==> config.mk <==
export PLATFORM = sky130hd
export DESIGN_NAME = seg7_scan_driver_flat
export DESIGN_NICKNAME = d
export VERILOG_FILES = /design/src/rtl/seg7_scan_driver_if.sv /design/src/rtl/seg7_scan_driver.sv /design/src/flat_wrapper.sv
export SDC_FILE = /design/constraint.sdc
export NUM_CORES = 1
export LEC_CHECK = 0
export ABC_AREA = 1
export CORE_MARGIN = 1.5
export CORE_UTILIZATION = 45
export CTS_CLUSTER_SIZE = 25
export DETAILED_ROUTE_END_ITERATION = 10
export GPL_ROUTABILITY_DRIVEN = 0
export PLACE_DENSITY = 0.66
export SLEW_MARGIN = 20
export SYNTH_ARGS = -nofsm -noshare
export SYNTH_HDL_FRONTEND = slang
export SYNTH_SLANG_ARGS = --single-unit
export TNS_END_PERCENT = 50
==> constraint.sdc <==
create_clock -name clock -period 2.9 [get_ports clock]
set_input_delay 0.58 -clock clock [delete_from_list [all_inputs] [get_ports clock]]
set_output_delay 0.58 -clock clock [all_outputs]
set_load 0.05 [all_outputs]
==> src/rtl/seg7_scan_driver_if.sv <==
// Display bus between the debug mux and the scan driver: hex data, per-digit
// decimal points and display controls in, anode/segment pin drive out.
interface seg7_scan_driver_if #(
  parameter int DIGITS = 4
) ();
  logic [4*DIGITS-1:0] data;
  logic [DIGITS-1:0]   dp;
  logic                blank_lz;
  logic                hold;
  logic                blink_en;
  logic [DIGITS-1:0]   anode;
  logic [7:0]          segment;

  // The source of the display value (CPU debug mux or a bench).
  modport master (
    output data, dp, blank_lz, hold, blink_en,
    input  anode, segment
  );

  // The scan driver itself.
  modport slave (
    input  data, dp, blank_lz, hold, blink_en,
    output anode, segment
  );
endinterface

==> src/rtl/seg7_scan_driver.sv <==
// Multiplexed common-anode seven-segment driver. Scans DIGITS digits, one slot
// of 2^DIV_BITS clocks each. The shown value is sampled once per frame when the
// scan wraps to digit 0, so a frame never mixes two data samples. Supports
// freeze, per-digit decimal points, leading-zero blanking and global blink.
module seg7_scan_driver #(
  parameter int DIGITS     = 4,
  parameter int DIV_BITS   = 16,
  parameter int BLINK_BITS = 6
) (
  input logic               clock,
  input logic               reset,
  seg7_scan_driver_if.slave bus
);

  localparam int IDX_W = (DIGITS > 1) ? $clog2(DIGITS) : 1;
  localparam logic [IDX_W-1:0] LAST_IDX = IDX_W'(DIGITS - 1);

  logic [DIV_BITS-1:0]   prescaler;
  logic [IDX_W-1:0]      digit_idx;
  logic [IDX_W-1:0]      idx_next;
  logic [BLINK_BITS-1:0] frame_cnt;
  logic [BLINK_BITS-1:0] frame_cnt_next;
  logic [4*DIGITS-1:0]   frame_data;
  logic [4*DIGITS-1:0]   frame_data_next;
  logic [DIGITS-1:0]     frame_dp;
  logic [DIGITS-1:0]     frame_dp_next;
  logic [DIGITS-1:0]     anode_q;
  logic [DIGITS-1:0]     anode_d;
  logic [7:0]            segment_q;
  logic [7:0]            segment_d;
  logic                  tick;
  logic                  wrap;
  logic                  capture;
  logic                  zero_above;
  logic [DIGITS-1:0]     lz_mask;
  logic [3:0]            nibble;

  // Active-low {g,f,e,d,c,b,a} pattern for a hex nibble.
  function automatic logic [6:0] hex_to_seg(input logic [3:0] value);
    logic [6:0] seg;
    case (value)
      4'h0:    seg = 7'b1000000;
      4'h1:    seg = 7'b1111001;
      4'h2:    seg = 7'b0100100;
      4'h3:    seg = 7'b0110000;
      4'h4:    seg = 7'b0011001;
      4'h5:    seg = 7'b0010010;
      4'h6:    seg = 7'b0000010;
      4'h7:    seg = 7'b1111000;
      4'h8:    seg = 7'b0000000;
      4'h9:    seg = 7'b0010000;
      4'hA:    seg = 7'b0001000;
      4'hB:    seg = 7'b0000011;
      4'hC:    seg = 7'b1000110;
      4'hD:    seg = 7'b0100001;
      4'hE:    seg = 7'b0000110;
      default: seg = 7'b0001110;
    endcase
    return seg;
  endfunction

  // Slot timing, frame capture and the pin pattern for the digit that becomes
  // active on this tick. At a wrap the freshly captured frame is used, so digit
  // 0 already shows the new sample and the whole frame comes from one capture.
  always_comb begin
    tick            = &prescaler;
    wrap            = tick && (digit_idx == LAST_IDX);
    idx_next        = (digit_idx == LAST_IDX) ? '0 : digit_idx + 1'b1;
    capture         = wrap && !bus.hold;
    frame_cnt_next  = wrap ? frame_cnt + 1'b1 : frame_cnt;
    frame_data_next = capture ? bus.data : frame_data;
    frame_dp_next   = capture ? bus.dp : frame_dp;

    zero_above = 1'b1;
    lz_mask    = '0;
    for (int i = DIGITS - 1; i >= 0; i--) begin
      zero_above = zero_above && (frame_data_next[4*i +: 4] == 4'h0);
      lz_mask[i] = zero_above && (i > 0);
    end

    nibble  = frame_data_next[4*idx_next +: 4];
    anode_d = ~(DIGITS'(1) << idx_next);
    if (bus.blank_lz && lz_mask[idx_next]) begin
      segment_d = {~frame_dp_next[idx_next], 7'h7F};
    end else begin
      segment_d = {~frame_dp_next[idx_next], hex_to_seg(nibble)};
    end

    if (bus.blink_en && frame_cnt_next[BLINK_BITS-1]) begin
      anode_d   = '1;
      segment_d = 8'hFF;
    end
  end

  // Free-running prescaler; the slot tick is its all-ones state.
  always_ff @(posedge clock or posedge reset) begin
    if (reset) begin
      prescaler <= '0;
    end else begin
      prescaler <= prescaler + 1'b1;
    end
  end

  // Scan position, frame counter and the captured frame advance on ticks only.
  always_ff @(posedge clock or posedge reset) begin
    if (reset) begin
      digit_idx  <= '0;
      frame_cnt  <= '0;
      frame_data <= '0;
      frame_dp   <= '0;
    end else if (tick) begin
      digit_idx  <= idx_next;
      frame_cnt  <= frame_cnt_next;
      frame_data <= frame_data_next;
      frame_dp   <= frame_dp_next;
    end
  end

  // Anode and segment are registered together so they never skew.
  always_ff @(posedge clock or posedge reset) begin
    if (reset) begin
      anode_q   <= '1;
      segment_q <= 8'hFF;
    end else if (tick) begin
      anode_q   <= anode_d;
      segment_q <= segment_d;
    end
  end

  assign bus.anode   = anode_q;
  assign bus.segment = segment_q;

endmodule
==> src/flat_wrapper.sv <==
// flat-port wrapper written by rule: the top's interface ports become plain ports
module seg7_scan_driver_flat 
#(
  parameter int DIGITS     = 4,
  parameter int DIV_BITS   = 16,
  parameter int BLINK_BITS = 6
)
  (clock, reset, bus_data, bus_dp, bus_blank_lz, bus_hold, bus_blink_en, bus_anode, bus_segment);
  seg7_scan_driver_if #(.DIGITS(DIGITS)) bus_i ();
  input logic clock;
  input logic reset;
  input wire logic [$bits(bus_i.data)-1:0] bus_data;
  input wire logic [$bits(bus_i.dp)-1:0] bus_dp;
  input wire logic [$bits(bus_i.blank_lz)-1:0] bus_blank_lz;
  input wire logic [$bits(bus_i.hold)-1:0] bus_hold;
  input wire logic [$bits(bus_i.blink_en)-1:0] bus_blink_en;
  output wire logic [$bits(bus_i.anode)-1:0] bus_anode;
  output wire logic [$bits(bus_i.segment)-1:0] bus_segment;
  assign bus_i.data = bus_data;
  assign bus_i.dp = bus_dp;
  assign bus_i.blank_lz = bus_blank_lz;
  assign bus_i.hold = bus_hold;
  assign bus_i.blink_en = bus_blink_en;
  assign bus_anode = bus_i.anode;
  assign bus_segment = bus_i.segment;
  seg7_scan_driver #(.DIGITS(DIGITS), .DIV_BITS(DIV_BITS), .BLINK_BITS(BLINK_BITS)) u_core (.clock(clock), .reset(reset), .bus(bus_i));
endmodule
==> results.sh <==
export IMPL_status="complete, no violations"
export IMPL_worstPathMaxFanout=12
export IMPL_endpoint_kind="flip-flop"
export IMPL_cts_tree="yes"
export IMPL_synth_cells=373
export IMPL_sw_frac_of_total_pct=21.1
export IMPL_antenna_left=0
export IMPL_drtPass1Iterations=5
export IMPL_fp_dieH_um=87.1
export IMPL_p_leak_nw=1.88
export IMPL_synthesis_area_um2=3180
export IMPL_fmax_mhz=389
export IMPL_cts_made_buffers=5
export IMPL_drcViolationCount=0
export IMPL_setup_viol=0
export IMPL_grt_max_degree=57
export IMPL_p_per_area_nw_per_um2=356
export IMPL_synthTopCellsByArea="dfrtp_1, dfstp_2, nand2_1, nand3_1, ha_1"
export IMPL_worst_pin_slew_ns=0.687
export IMPL_yosys_cell_types_count=36
export IMPL_min_period_over_period_pct=88.6
export IMPL_critPathBufInv=5
export IMPL_n_antenna_cell=0
export IMPL_postCtsHoldBufs=0
export IMPL_io_pins=37
export IMPL_yosys_warnings=0
export IMPL_design_core_area_um2=6830
export IMPL_min_period_ns=2.57
export IMPL_track_usage_pct=19.2
export IMPL_yosysTopAreaCellShare_pct=34.6
export IMPL_fin_nets=458
export IMPL_drtIter0Drc=206
export IMPL_rsz0062_at_grt="false"
export IMPL_hold_violations=0
export IMPL_yosys_area_top_type="dfrtp_1"
export IMPL_cp_arrival_ns=2.83
export IMPL_syn_area_per_cell_um2=8.54
export IMPL_synth_nets=410
export IMPL_first_global_vias=2446
export IMPL_synthToLayoutAreaGrowth_pct=19.9
export IMPL_cts_sinks=56
export IMPL_worstHoldPathType="flip-flop to flip-flop"
export IMPL_antenna_found_initial=0
export IMPL_drt_total_wl_um=6530
export IMPL_die_area_um2=7590
export IMPL_cts_path_max_buffers=2
export IMPL_start_util_pct=46.6
export IMPL_clockPowerShare_pct=38.5
export IMPL_vdd_ir_drop_worst_uv=202
export IMPL_drv_cap=0
export IMPL_vias=2504
export IMPL_regArea_um2=1420
export IMPL_ctsRootBufferMaster="clkbuf_8"
export IMPL_crit_family="simple AND/OR/NAND/NOR gates"
export IMPL_skew_ns=0.00804
export IMPL_insertion_delay_ns=0.31
export IMPL_fin_util_pct=55.9
export IMPL_internal_power_mw=1.07
export IMPL_seq_power_share_pct=57.4
export IMPL_routed_via_density=4.83
export IMPL_total_power_mw=1.36
export IMPL_grt_pass1_wl_um=11400
export IMPL_critical_path_class="flip-flop to flip-flop"
export IMPL_critPathMostFrequentCell="nand2_1"
export IMPL_tns_ns=0
export IMPL_drive_gt1_share_pct=19.7
export IMPL_multi_input_area_um2=1550
export IMPL_fp_row_count=30
export IMPL_nFillCells=653
export IMPL_synth_seq_cells=56
export IMPL_dp_final_hpwl_um=4660
export IMPL_die_x_um=87.1
export IMPL_slowest_delay_ns=0.37
export IMPL_slew_headroom_pct=54.2
export IMPL_overflow=0
export IMPL_slew_viol_final=0
export IMPL_postCtsSetupBuffers=0
export IMPL_worst_setup_path_start_kind="flip-flop"
export IMPL_routedWlPerCell_um=12.6
export IMPL_clk_pin_slew_ns=0.10
export IMPL_cts_resized=0
export IMPL_cp_slowest_cell="dfrtp_1"
export IMPL_p_switching_uw=288
export IMPL_crit_chain="ha_1 > nand2_1 > nor2_4 > nand2_4 > nor2_8 > buf_4 > nand4_1 > nand3_1 > nand2_1 > inv_2 > nand2_2 > inv_2 > ha_1 > inv_1 > nand2_1 > nand3_1 > nand3_1 > nand2_1 > inv_1"
export IMPL_ys_seq_area_share_pct=44.5
export IMPL_io_buffer_count=36
export IMPL_power_frac_comb_pct=4.1
export IMPL_worst_ep_required_time_ns=3.16
export IMPL_h_tree_depth=2
-- cell usage after synthesis (all sizes together) --
cell / n
nand2: 102
or2: 2
buf: 6
nor3b: 2
ha: 12
nand3: 41
clkinv: 3
nor2: 46
dfrtp: 44
nand3b: 3
xor2: 12
xnor2: 7
inv: 39
a21oi: 9
and2: 3
dfstp: 12
o21ai: 3
o211ai: 2
clkbuf: 2
nor3: 3
nand4: 20
-- metal layers --
layer	vias up	GRT usage, %	wire [um]	share of wire (%)
li1	1287	-	-	-
met1	1141	29.3	3340	51
met2	71	27.7	2790	43
met3	5	3.32	333	5.1
met4	0	5.77	61	0.93
met5	-	0	0	0
-- power by group through the flow --
| stage | registers (mW) | clock network, mW | logic [mW] |
|---|---|---|---|
| finish | 0.781 | 0.524 | 0.0562 |
| global route | 0.782 | 0.573 | 0.0621 |
| CTS | 0.781 | 0.534 | 0.0576 |
| detailed placement | 0.796 | 0 | 0.0568 |
| global placement | 0.796 | 0 | 0.0571 |
| floorplan | 0.796 | 0 | 0.0159 |
-- cells in the final DEF, fill, tap and decap left out, drive strengths merged --
cell type	count
ha	12
nand4	20
o21ai	3
bufinv	1
xor2	12
clkbuf	6
dfrtp	44
nand3	41
or2	2
clkdlybuf4s50	36
nand2	102
nor3	3
and2	3
inv	40
a21oi	9
xnor2	7
o211ai	2
nor3b	2
buf	13
nand3b	3
clkinv	3
dfstp	12
nor2	46
-- path summary, 6_finish.rpt --
kind / start / endpoint / slack [ns] / depth (start not counted)
worst max-delay path: u_core.prescaler[0]$_DFF_PP0_ / u_core.bus.segment[0]$_DFFE_PP1P_ / 0.33 / 19
worst min-delay path: u_core.prescaler[0]$_DFF_PP0_ / u_core.prescaler[0]$_DFF_PP0_ / 0.45 / 1
worst max register to register: u_core.prescaler[0]$_DFF_PP0_ / u_core.bus.segment[0]$_DFFE_PP1P_ / 0.33 / 19
worst min register to register: u_core.prescaler[0]$_DFF_PP0_ / u_core.prescaler[0]$_DFF_PP0_ / 0.45 / 1
max in group asynchronous: reset / u_core.frame_data[9]$_DFFE_PP0P_ / 1.68 / 3
min in group asynchronous: reset / u_core.frame_cnt[4]$_DFFE_PP0P_ / 0.77 / 3
-- flip-flops by register name, summed over array words and instances (netlist names) --
signal,count
u_core.frame_data,16
u_core.prescaler,16
u_core.bus.segment,8
u_core.frame_cnt,6
u_core.bus.anode,4
u_core.frame_dp,4
u_core.digit_idx,2
-- final cells by class --
type                            instances  area share (%)
Clock buffer                            6            1.90
Clock inverter                          2            1.02
Inverter                               42            4.26
Multi-Input combinational cell        267            40.6
Sequential cell                        56            37.1
Tap cell                               96            3.15
Timing Repair Buffer                   49            12.0
-- stage by stage --
stage,instance area [um2],hold WS (ns),setup slack [ns],cells
3_5_place_dp,3680,0.439,0.280,507
6_report,3820,0.454,0.331,518
2_1_floorplan,3180,0.415,0.574,373
5_1_grt,3820,0.472,0.0672,518
3_3_place_gp,3680,0.430,0.319,507
4_1_cts,3800,0.453,0.262,515
-- cell families after synthesis --
| family | Yosys count | share of synthesized area, % |
|---|---|---|
| buffers and inverters | 50 | 6.84 |
| xor gates and xnor gates | 19 | 5.23 |
| AOI/OAI and AO/OA | 14 | 2.36 |
| adders and majority gates | 12 | 4.72 |
| and+or+nand+nor | 222 | 36.4 |
| DFF | 56 | 44.5 |
No activity file was read; power rests on OpenSTA's default activity.
